--- config.mk ---
export PLATFORM = sky130hd
export DESIGN_NAME = pipe_stall_ctrl
export DESIGN_NICKNAME = d
export VERILOG_FILES = /design/src/rtl/pipe_stall_ctrl_pkg.sv /design/src/rtl/pipe_stall_ctrl_miss_timer.sv /design/src/rtl/pipe_stall_ctrl.sv
export SDC_FILE = /design/constraint.sdc
export NUM_CORES = 1
export LEC_CHECK = 0
export CORE_ASPECT_RATIO = 1.4
export CORE_UTILIZATION = 34
export CTS_BUF_LIST = sky130_fd_sc_hd__clkbuf_4
export DETAILED_ROUTE_END_ITERATION = 12
export GPL_ROUTABILITY_DRIVEN = 0
export PLACE_DENSITY = 0.62
export SLEW_MARGIN = 20
export SYNTH_ARGS = -nofsm -noshare
export SYNTH_HDL_FRONTEND = slang
export SYNTH_SLANG_ARGS = --single-unit
--- constraint.sdc ---
create_clock -name Clk -period 1.8 [get_ports Clk]
set_input_delay 0.36 -clock Clk [delete_from_list [all_inputs] [get_ports Clk]]
set_output_delay 0.36 -clock Clk [all_outputs]
set_load 0.005 [all_outputs]
--- src/rtl/pipe_stall_ctrl_pkg.sv ---
// Shared encodings for the pipeline stall/flush sequencer: FSM states and
// boundary register indices for the default 5-stage depth.
package pipe_stall_ctrl_pkg;

    typedef enum logic [1:0] {
        ST_RUN   = 2'd0,
        ST_IMISS = 2'd1,
        ST_DMISS = 2'd2,
        ST_REDIR = 2'd3
    } state_e;

    localparam int B_IFID = 0;
    localparam int B_IDEX = 1;
    localparam int B_EXMA = 2;
    localparam int B_MAWB = 3;

endpackage

--- src/rtl/pipe_stall_ctrl_miss_timer.sv ---
// Saturating cycle counter with clear/enable and an optional sticky flag that
// latches when the count reaches MISS_TIMEOUT-1 while enabled.
module miss_timer #(
    parameter int CNT_W        = 16,
    parameter int MISS_TIMEOUT = 64,
    parameter bit CMP_EN       = 1'b1
) (
    input  logic             Clk,
    input  logic             Rst,
    input  logic             clr,
    input  logic             en,
    output logic [CNT_W-1:0] cnt,
    output logic             flag
);

    localparam logic [CNT_W-1:0] CMP_VAL = CNT_W'(MISS_TIMEOUT - 1);

    always_ff @(posedge Clk or negedge Rst) begin
        if (!Rst) begin
            cnt  <= '0;
            flag <= 1'b0;
        end else begin
            if (clr)
                cnt <= '0;
            else if (en && cnt != {CNT_W{1'b1}})
                cnt <= cnt + 1'b1;
            if (CMP_EN && en && cnt == CMP_VAL)
                flag <= 1'b1;
        end
    end

endmodule

--- src/rtl/pipe_stall_ctrl.sv ---
// Central stall/flush sequencer for an N-stage in-order pipeline.
// Define STALL_PERF_EN to add saturating miss/load-use performance counters.
module pipe_stall_ctrl
    import pipe_stall_ctrl_pkg::*;
#(
    parameter int NUM_STAGES   = 5,
    parameter int MISS_TIMEOUT = 64,
    parameter int CNT_W        = 16
) (
    input  logic                  Clk,
    input  logic                  Rst,
    input  logic                  i_ICache_Miss,
    input  logic                  i_DCache_Miss,
    input  logic                  i_LoadUse,
    input  logic                  i_BranchFlush,
    output logic                  o_PC_Stall,
    output logic [NUM_STAGES-2:0] o_Stall,
    output logic [NUM_STAGES-2:0] o_Flush,
    output logic [1:0]            o_State,
    output logic                  o_Timeout
`ifdef STALL_PERF_EN
    ,
    output logic [CNT_W-1:0]      o_IMissCycles,
    output logic [CNT_W-1:0]      o_DMissCycles,
    output logic [CNT_W-1:0]      o_LoadUseCount
`endif
);

    localparam int NB = NUM_STAGES - 1;

    state_e          state, state_nxt;
    logic            redirect_pend, pend_set;
    logic            pc_stall_d;
    logic [NB-1:0]   stall_d, flush_d;
    logic            loaduse_hit;
    logic            in_miss;
    logic [CNT_W-1:0] tmo_cnt_unused;

    always_comb begin
        state_nxt   = state;
        pend_set    = 1'b0;
        pc_stall_d  = 1'b0;
        stall_d     = '0;
        flush_d     = '0;
        loaduse_hit = 1'b0;
        unique case (state)
            ST_RUN: begin
                if (i_DCache_Miss) begin
                    pc_stall_d = 1'b1;
                    for (int k = 0; k < NUM_STAGES - 2; k++) stall_d[k] = 1'b1;
                    flush_d[NB-1] = 1'b1;
                    state_nxt = ST_DMISS;
                end else if (i_BranchFlush && i_ICache_Miss) begin
                    // Redirect arriving with the miss: remember it for REDIR.
                    pc_stall_d       = 1'b1;
                    flush_d[B_IFID]  = 1'b1;
                    flush_d[B_IDEX]  = 1'b1;
                    pend_set         = 1'b1;
                    state_nxt        = ST_IMISS;
                end else if (i_BranchFlush) begin
                    flush_d[B_IFID] = 1'b1;
                    flush_d[B_IDEX] = 1'b1;
                end else if (i_LoadUse) begin
                    pc_stall_d      = 1'b1;
                    stall_d[B_IFID] = 1'b1;
                    flush_d[B_IDEX] = 1'b1;
                    loaduse_hit     = 1'b1;
                end else if (i_ICache_Miss) begin
                    pc_stall_d      = 1'b1;
                    flush_d[B_IFID] = 1'b1;
                    state_nxt       = ST_IMISS;
                end
            end
            ST_IMISS: begin
                pc_stall_d      = 1'b1;
                flush_d[B_IFID] = 1'b1;
                if (i_BranchFlush) begin
                    flush_d[B_IDEX] = 1'b1;
                    pend_set        = 1'b1;
                end
                if (i_DCache_Miss)
                    state_nxt = ST_DMISS;
                else if (!i_ICache_Miss)
                    state_nxt = (redirect_pend || i_BranchFlush) ? ST_REDIR : ST_RUN;
            end
            ST_DMISS: begin
                // EX is frozen, so branch/load-use events are not acted on here.
                pc_stall_d = 1'b1;
                for (int k = 0; k < NUM_STAGES - 2; k++) stall_d[k] = 1'b1;
                flush_d[NB-1] = 1'b1;
                if (!i_DCache_Miss)
                    state_nxt = i_ICache_Miss ? ST_IMISS :
                                redirect_pend ? ST_REDIR : ST_RUN;
            end
            ST_REDIR: begin
                flush_d[B_IFID] = 1'b1;
                state_nxt = i_DCache_Miss ? ST_DMISS : ST_RUN;
            end
            default: state_nxt = ST_RUN;
        endcase
    end

    always_ff @(posedge Clk or negedge Rst) begin
        if (!Rst) begin
            state         <= ST_RUN;
            redirect_pend <= 1'b0;
        end else begin
            state <= state_nxt;
            if (state == ST_REDIR)
                redirect_pend <= 1'b0;
            else if (pend_set)
                redirect_pend <= 1'b1;
        end
    end

    assign o_PC_Stall = pc_stall_d;
    assign o_Stall    = stall_d & ~flush_d;
    assign o_Flush    = flush_d;
    assign o_State    = state;
    assign in_miss    = (state == ST_IMISS) || (state == ST_DMISS);

    miss_timer #(.CNT_W(CNT_W), .MISS_TIMEOUT(MISS_TIMEOUT), .CMP_EN(1'b1)) u_tmo (
        .Clk  (Clk),
        .Rst  (Rst),
        .clr  (!in_miss),
        .en   (in_miss),
        .cnt  (tmo_cnt_unused),
        .flag (o_Timeout)
    );

`ifdef STALL_PERF_EN
    logic [2:0] perf_flag_unused;

    miss_timer #(.CNT_W(CNT_W), .MISS_TIMEOUT(MISS_TIMEOUT), .CMP_EN(1'b0)) u_perf_imiss (
        .Clk(Clk), .Rst(Rst), .clr(1'b0), .en(state == ST_IMISS),
        .cnt(o_IMissCycles), .flag(perf_flag_unused[0])
    );
    miss_timer #(.CNT_W(CNT_W), .MISS_TIMEOUT(MISS_TIMEOUT), .CMP_EN(1'b0)) u_perf_dmiss (
        .Clk(Clk), .Rst(Rst), .clr(1'b0), .en(state == ST_DMISS),
        .cnt(o_DMissCycles), .flag(perf_flag_unused[1])
    );
    miss_timer #(.CNT_W(CNT_W), .MISS_TIMEOUT(MISS_TIMEOUT), .CMP_EN(1'b0)) u_perf_lu (
        .Clk(Clk), .Rst(Rst), .clr(1'b0), .en(loaduse_hit),
        .cnt(o_LoadUseCount), .flag(perf_flag_unused[2])
    );
`endif

endmodule

Yosys cells after proc, flatten, opt, wreduce, memory -nomap -nowiden
Cells that the tools add are included.
{ "op_classes": {"addsub": 1, "eq_ne": 11, "muxes": 41, "bitwise_logic": 2, "reduce_logical": 10} }
{ "ops": {"columns": ["operator", "n"], "rows": [
  ["$mux W16", 2],
  ["$mux W2", 16],
  ["$add A16 B1 Y16 const B", 1],
  ["$eq A16 B6 Y1 const B", 1],
  ["$mux W1", 16],
  ["$ne A16 B16 Y1 const B", 1],
  ["$ne A4 B4 Y1 const B", 3],
  ["$pmux W1 S2", 5],
  ["$pmux W2 S4", 1],
  ["$pmux W3 S2", 1],
  ["$reduce_and A5 Y1", 1],
  ["$and A3 B4 Y4", 1],
  ["$eq A2 B2 Y1 const B", 2],
  ["$ne A2 B2 Y1 const B", 2],
  ["$not A4 Y4", 1],
  ["$reduce_or A2 Y1", 2],
  ["$logic_and A1 B1 Y1", 3],
  ["$ne A3 B3 Y1 const B", 1],
  ["$eq A2 B1 Y1 const B", 1],
  ["$logic_not A2 Y1", 1],
  ["$logic_or A1 B1 Y1", 2],
  ["$reduce_bool A2 Y1", 1]
]} }
{ "totals": {"ff_bits": 20, "elab_cells": 69} }

Logic depth before layout (Yosys ltp)
{ "logic_depth": {"depth_word": 8, "ltp_mapped": 7} }

Modules after synthesis
From an unflattened synthesis, not the netlist that was laid out.
{ "hier_totals": {"hier_cells": 159, "area_unflattened_um2": 1358.8} }
{ "modules_own_cells": {"columns": ["mod", "n_inst", "cells_per_inst", "area_each_um2"], "rows": [
  ["miss_timer", 1, 108, 965.9],
  ["pipe_stall_ctrl", 1, 51, 392.9]
]} }

Worst setup path after synthesis
Ideal clock, no wire load.
{ "synth_timing": {"kind": "reg2out", "startpoint": "reg state[1] (netlist: o_State[1])", "endpoint": "out o_Stall[0]", "arrival_ns": 1.461, "path_slack_ns": -0.021, "stages_incl_launch_ff": 8, "path_buffers": 1, "path_cell_list": "dfrtp_1 -> inv_1 -> ha_1 -> clkbuf_1 -> nor2b_1 -> o21ai_0 -> a21oi_1 -> a21oi_1"} }
{ "synth_between": {"elab_chain_len": 5, "word_cells_on_any_way": 9, "cone_classes": "3 x eq/ne; 2 x mux; 2 x bitwise; 2 x reduce/logical"} }
{ "synth_rtl": {"columns": ["element", "line", "rtl"], "rows": [
  ["start: declaration", "pipe_stall_ctrl.sv:31", "state_e state, state_nxt;"],
  ["start signal: assignment", "pipe_stall_ctrl.sv:108", "state <= state_nxt;"],
  ["$eq A2 B2 Y1 / $eq A2 B1 Y1 (equally long branches)", "pipe_stall_ctrl.sv:46", "unique case (state)"],
  ["$reduce_or A2 Y1 (no source line)", null, null],
  ["$pmux W1 S2 *", "pipe_stall_ctrl.sv:46", null],
  ["named net o_Flush[0]", "pipe_stall_ctrl.sv:18", "output logic [NUM_STAGES-2:0] o_Flush,"],
  ["$not A4 Y4 *", "pipe_stall_ctrl.sv:117", "assign o_Stall = stall_d & ~flush_d;"],
  ["$and A3 B4 Y4 *", "pipe_stall_ctrl.sv:117", null],
  ["end: declaration", "pipe_stall_ctrl.sv:17", "output logic [NUM_STAGES-2:0] o_Stall,"]
]} }
The timed path passes the listed nets; every way through them passes the cells marked *.

Final worst setup path
{ "layout_timing": {"startpoint": "reg state[0] (netlist: o_State[0])", "endpoint": "out o_Stall[0]"} }
{ "layout_between": {"elab_chain_len": 5, "word_cells_on_any_way": 9, "cone_classes": "3 x eq/ne; 2 x mux; 2 x bitwise; 2 x reduce/logical"} }
{ "layout_rtl": {"columns": ["element", "line"], "rows": [
  ["$eq A2 B2 Y1 / $eq A2 B1 Y1 (equally long branches)", "pipe_stall_ctrl.sv:46"],
  ["$reduce_or A2 Y1 (no source line)", null],
  ["$pmux W1 S2", "pipe_stall_ctrl.sv:46"],
  ["$not A4 Y4", "pipe_stall_ctrl.sv:117"],
  ["$and A3 B4 Y4 *", "pipe_stall_ctrl.sv:117"]
]} }
Mark *: on every way between the ends. The rest lies on a longest branch, timed or not.

==> flow_summary.toml <==
[route]
num_vias = 1289
drt_iter0_drc = 32
viasPerCell = 5.60
ant_nets = 0
wirelength_mm = 3.49
wl_per_cell_um = 15.2
drcViolationCount = 0
drtPass1Iterations = 4

[clock_network]
cts-root-buf = "clkbuf_4"
cts_max_level = 1
ctsHoldBuffers = 0
cts_inserted_buffers = 3
clk_path_buf_depth = 2
cts_tree = "done"
path_clk_slew_ps = 110
clock-sinks = 20
insertion_delay_ps = 300

[worst_setup_path]
startpoint_type = "register"
cp.arrival_ps = 1590
regToRegSetupSlack_ps = 80
required_ps = 1440
worstReg2RegEnd = "o_State[1]"
reg2regPathDepth = 9
criticalPathCategory = "reg -> out"
cp-end-kind = "output port"
critPathMaxFanout = 2
r2r_start = "o_State[1]"

[layout]
seqCellArea_um2 = 500
mostFrequentLayoutCells = "21 x buf_4, 20 x dfrtp_1, 12 x nor2_1"
final_layout_size_suffix_gt1_frac = 0.346
antenna_cells = 0
area_growth_pct = 39.8
final_nets = 201
fill_cells = 338
final_common_cell = "buf_4"
multiInputGateArea_um2 = 858

[yosys]
synth_xor_area_frac = 0.00669
synthFlopType = "dfrtp_1"
synthSimpleGateAreaFrac = 0.240
synth_adder_area_share = 0.0478
synth-edff-count = 0
syn_area_um2 = 1310
postSynthCellCount = 147
synth_mux_area_frac = 0.0392
synth_cell_types = 39
synth_seq_cells = 20
ys_warn_count = 0
yosysSeqAreaShare = 0.382
synth.avg_cell_area_um2 = 8.90
synth_compound_area_frac = 0.218
synth_top_cell_by_area = "dfrtp_1"
synth_top_family_by_area = "simple AND/OR/NAND/NOR gates"
async_flop_share = 1.00
synth_top_area_frac = 0.382
synthTopCellsByArea = "dfrtp_1 38%, a21oi_1 5.7%, ha_1 4.8%, o21ai_0 4.2%, nor2_1 3.7%"

[sta]
setup_viol = 4
final.setup_skew_ps = 12.5
hold_viol_final = 0
timing.hold.ws_ps = 388
fin_crit_sh = 1.09
fmax_mhz = 512
final-max-slew-violation-count = 0
tns_ps = -331
setup_ws_ps = -154
period_needed_ps = 1950
rsz0062_at_grt = "yes"

[run_status]
status = "finished, violations left"
violations = "negative setup slack"

[floorplan]
die_area_um2 = 4100
die_x_um = 54.4
core_um2 = 3680
rows = 26
dieHeight_um = 75.4
start_util = 0.356
ios = 18

[global_route]
grt_pass1_vias = 1272
grt_pass1_wl_mm = 5.49
grt_usage = 0.184
antenna_found_initial = 0
grt_max_degree = 21
grt.overflow.total = 0

[job]
max_cap_viol_count = 0

[pwr]
power_density_nw_per_um2 = 1300
peakVddDrop_uv = 855
p_leak_nw = 0.807

[placement]
place.detailed.hpwl_mm = 2.54
io_buffer_count = 15

[worst_hold_path]
hold_path.class = "in -> async"
==> kinds of logic after synthesis <==
| group | after synthesis |
|---|---|
| muxes | 5 |
| buffers and inverters | 18 |
| and+or+nand+nor | 52 |
| AOI/OAI and AO/OA | 45 |
| adders and majority gates | 5 |
| DFF | 20 |
| other | 1 |
| xor gates and xnor gates | 1 |
==> worst max-delay path: stages (launching register included) <==
cell and delay (ps):
dfrtp_1 410, inv_2 90, ha_4 140, nor2b_4 150
o21ai_2 70, a21oi_2 160, buf_4 140, a21oi_4 30
buf_2 130
==> metal layers <==
metal | GRT usage | up-vias | part of all wire
met3 | 0.0160 | 4 | 0.031
met5 | 0 | - | 0
met2 | 0.344 | 31 | 0.56
met4 | 0.0741 | 0 | 0.0083
met1 | 0.206 | 625 | 0.40
li1 | - | 629 | -
==> power breakdown <==
part           leakage (nW)  switching (mW)  internal [mW]  total [mW]
Combinational         0.523           0.775          0.832        1.61
Sequential            0.269          0.0568          0.511       0.568
Clock                0.0138           0.128         0.0778       0.205
==> Yosys cell counts (2+ instances only) <==
cell type	n
o31ai_1	4
buf_4	4
nand4_1	4
o211a_1	2
o21ai_0	11
nand2_1	6
nor4_2	2
dfrtp_1	20
inv_1	12
clkbuf_1	2
a21oi_1	15
mux2i_1	4
nor4_1	4
or3_1	6
ha_1	5
a31oi_1	3
nor2b_1	4
nor2_1	13
nand3_1	6
==> through the flow <==
stage,setup WS (ps),power [mW],cells,util,cell area (um2)
after CTS,-119,2.31,230,0.488,1800
final,-154,2.38,230,0.498,1830
after global routing,-236,2.57,230,0.498,1830
after detailed placement,-445,1.85,221,0.447,1640
after global placement,-339,1.81,221,0.447,1640
after floorplan,59.7,1.16,148,-,1310
==> worst max path at each step <==
stage | slack [ps] | end | from | cells past startpoint
final | -150 | o_Stall[0] | o_State[0] | 8
after global routing | -240 | o_Stall[0] | o_State[0] | 8
after CTS | -120 | o_Stall[0] | o_State[1] | 8
after detailed placement | -450 | o_Stall[0] | i_ICache_Miss | 6
after global placement | -340 | o_PC_Stall | i_LoadUse | 5
after floorplan | 60 | o_Stall[0] | o_State[1] | 7
==> timing repair <==
item,CTS,global route
endpoints found under the setup margin,7,11
setup buffers,6,0
resized for setup,48,15
pin swaps,9,5
==> cell type report <==
| type | instances | area share |
|---|---|---|
| clock buffers | 3 | 0.0123 |
| inverters | 12 | 0.0246 |
| multi-input cells | 110 | 0.469 |
| flip-flops and latches | 20 | 0.274 |
| well taps | 42 | 0.0287 |
| repair buffers | 43 | 0.192 |
==> flip-flops by register name (all words and copies together), names as in the netlist <==
signal	cells
redirect_pend	1
u_tmo.flag	1
o_State	2
u_tmo.cnt	16
No activity file was read; power rests on OpenSTA's default activity.
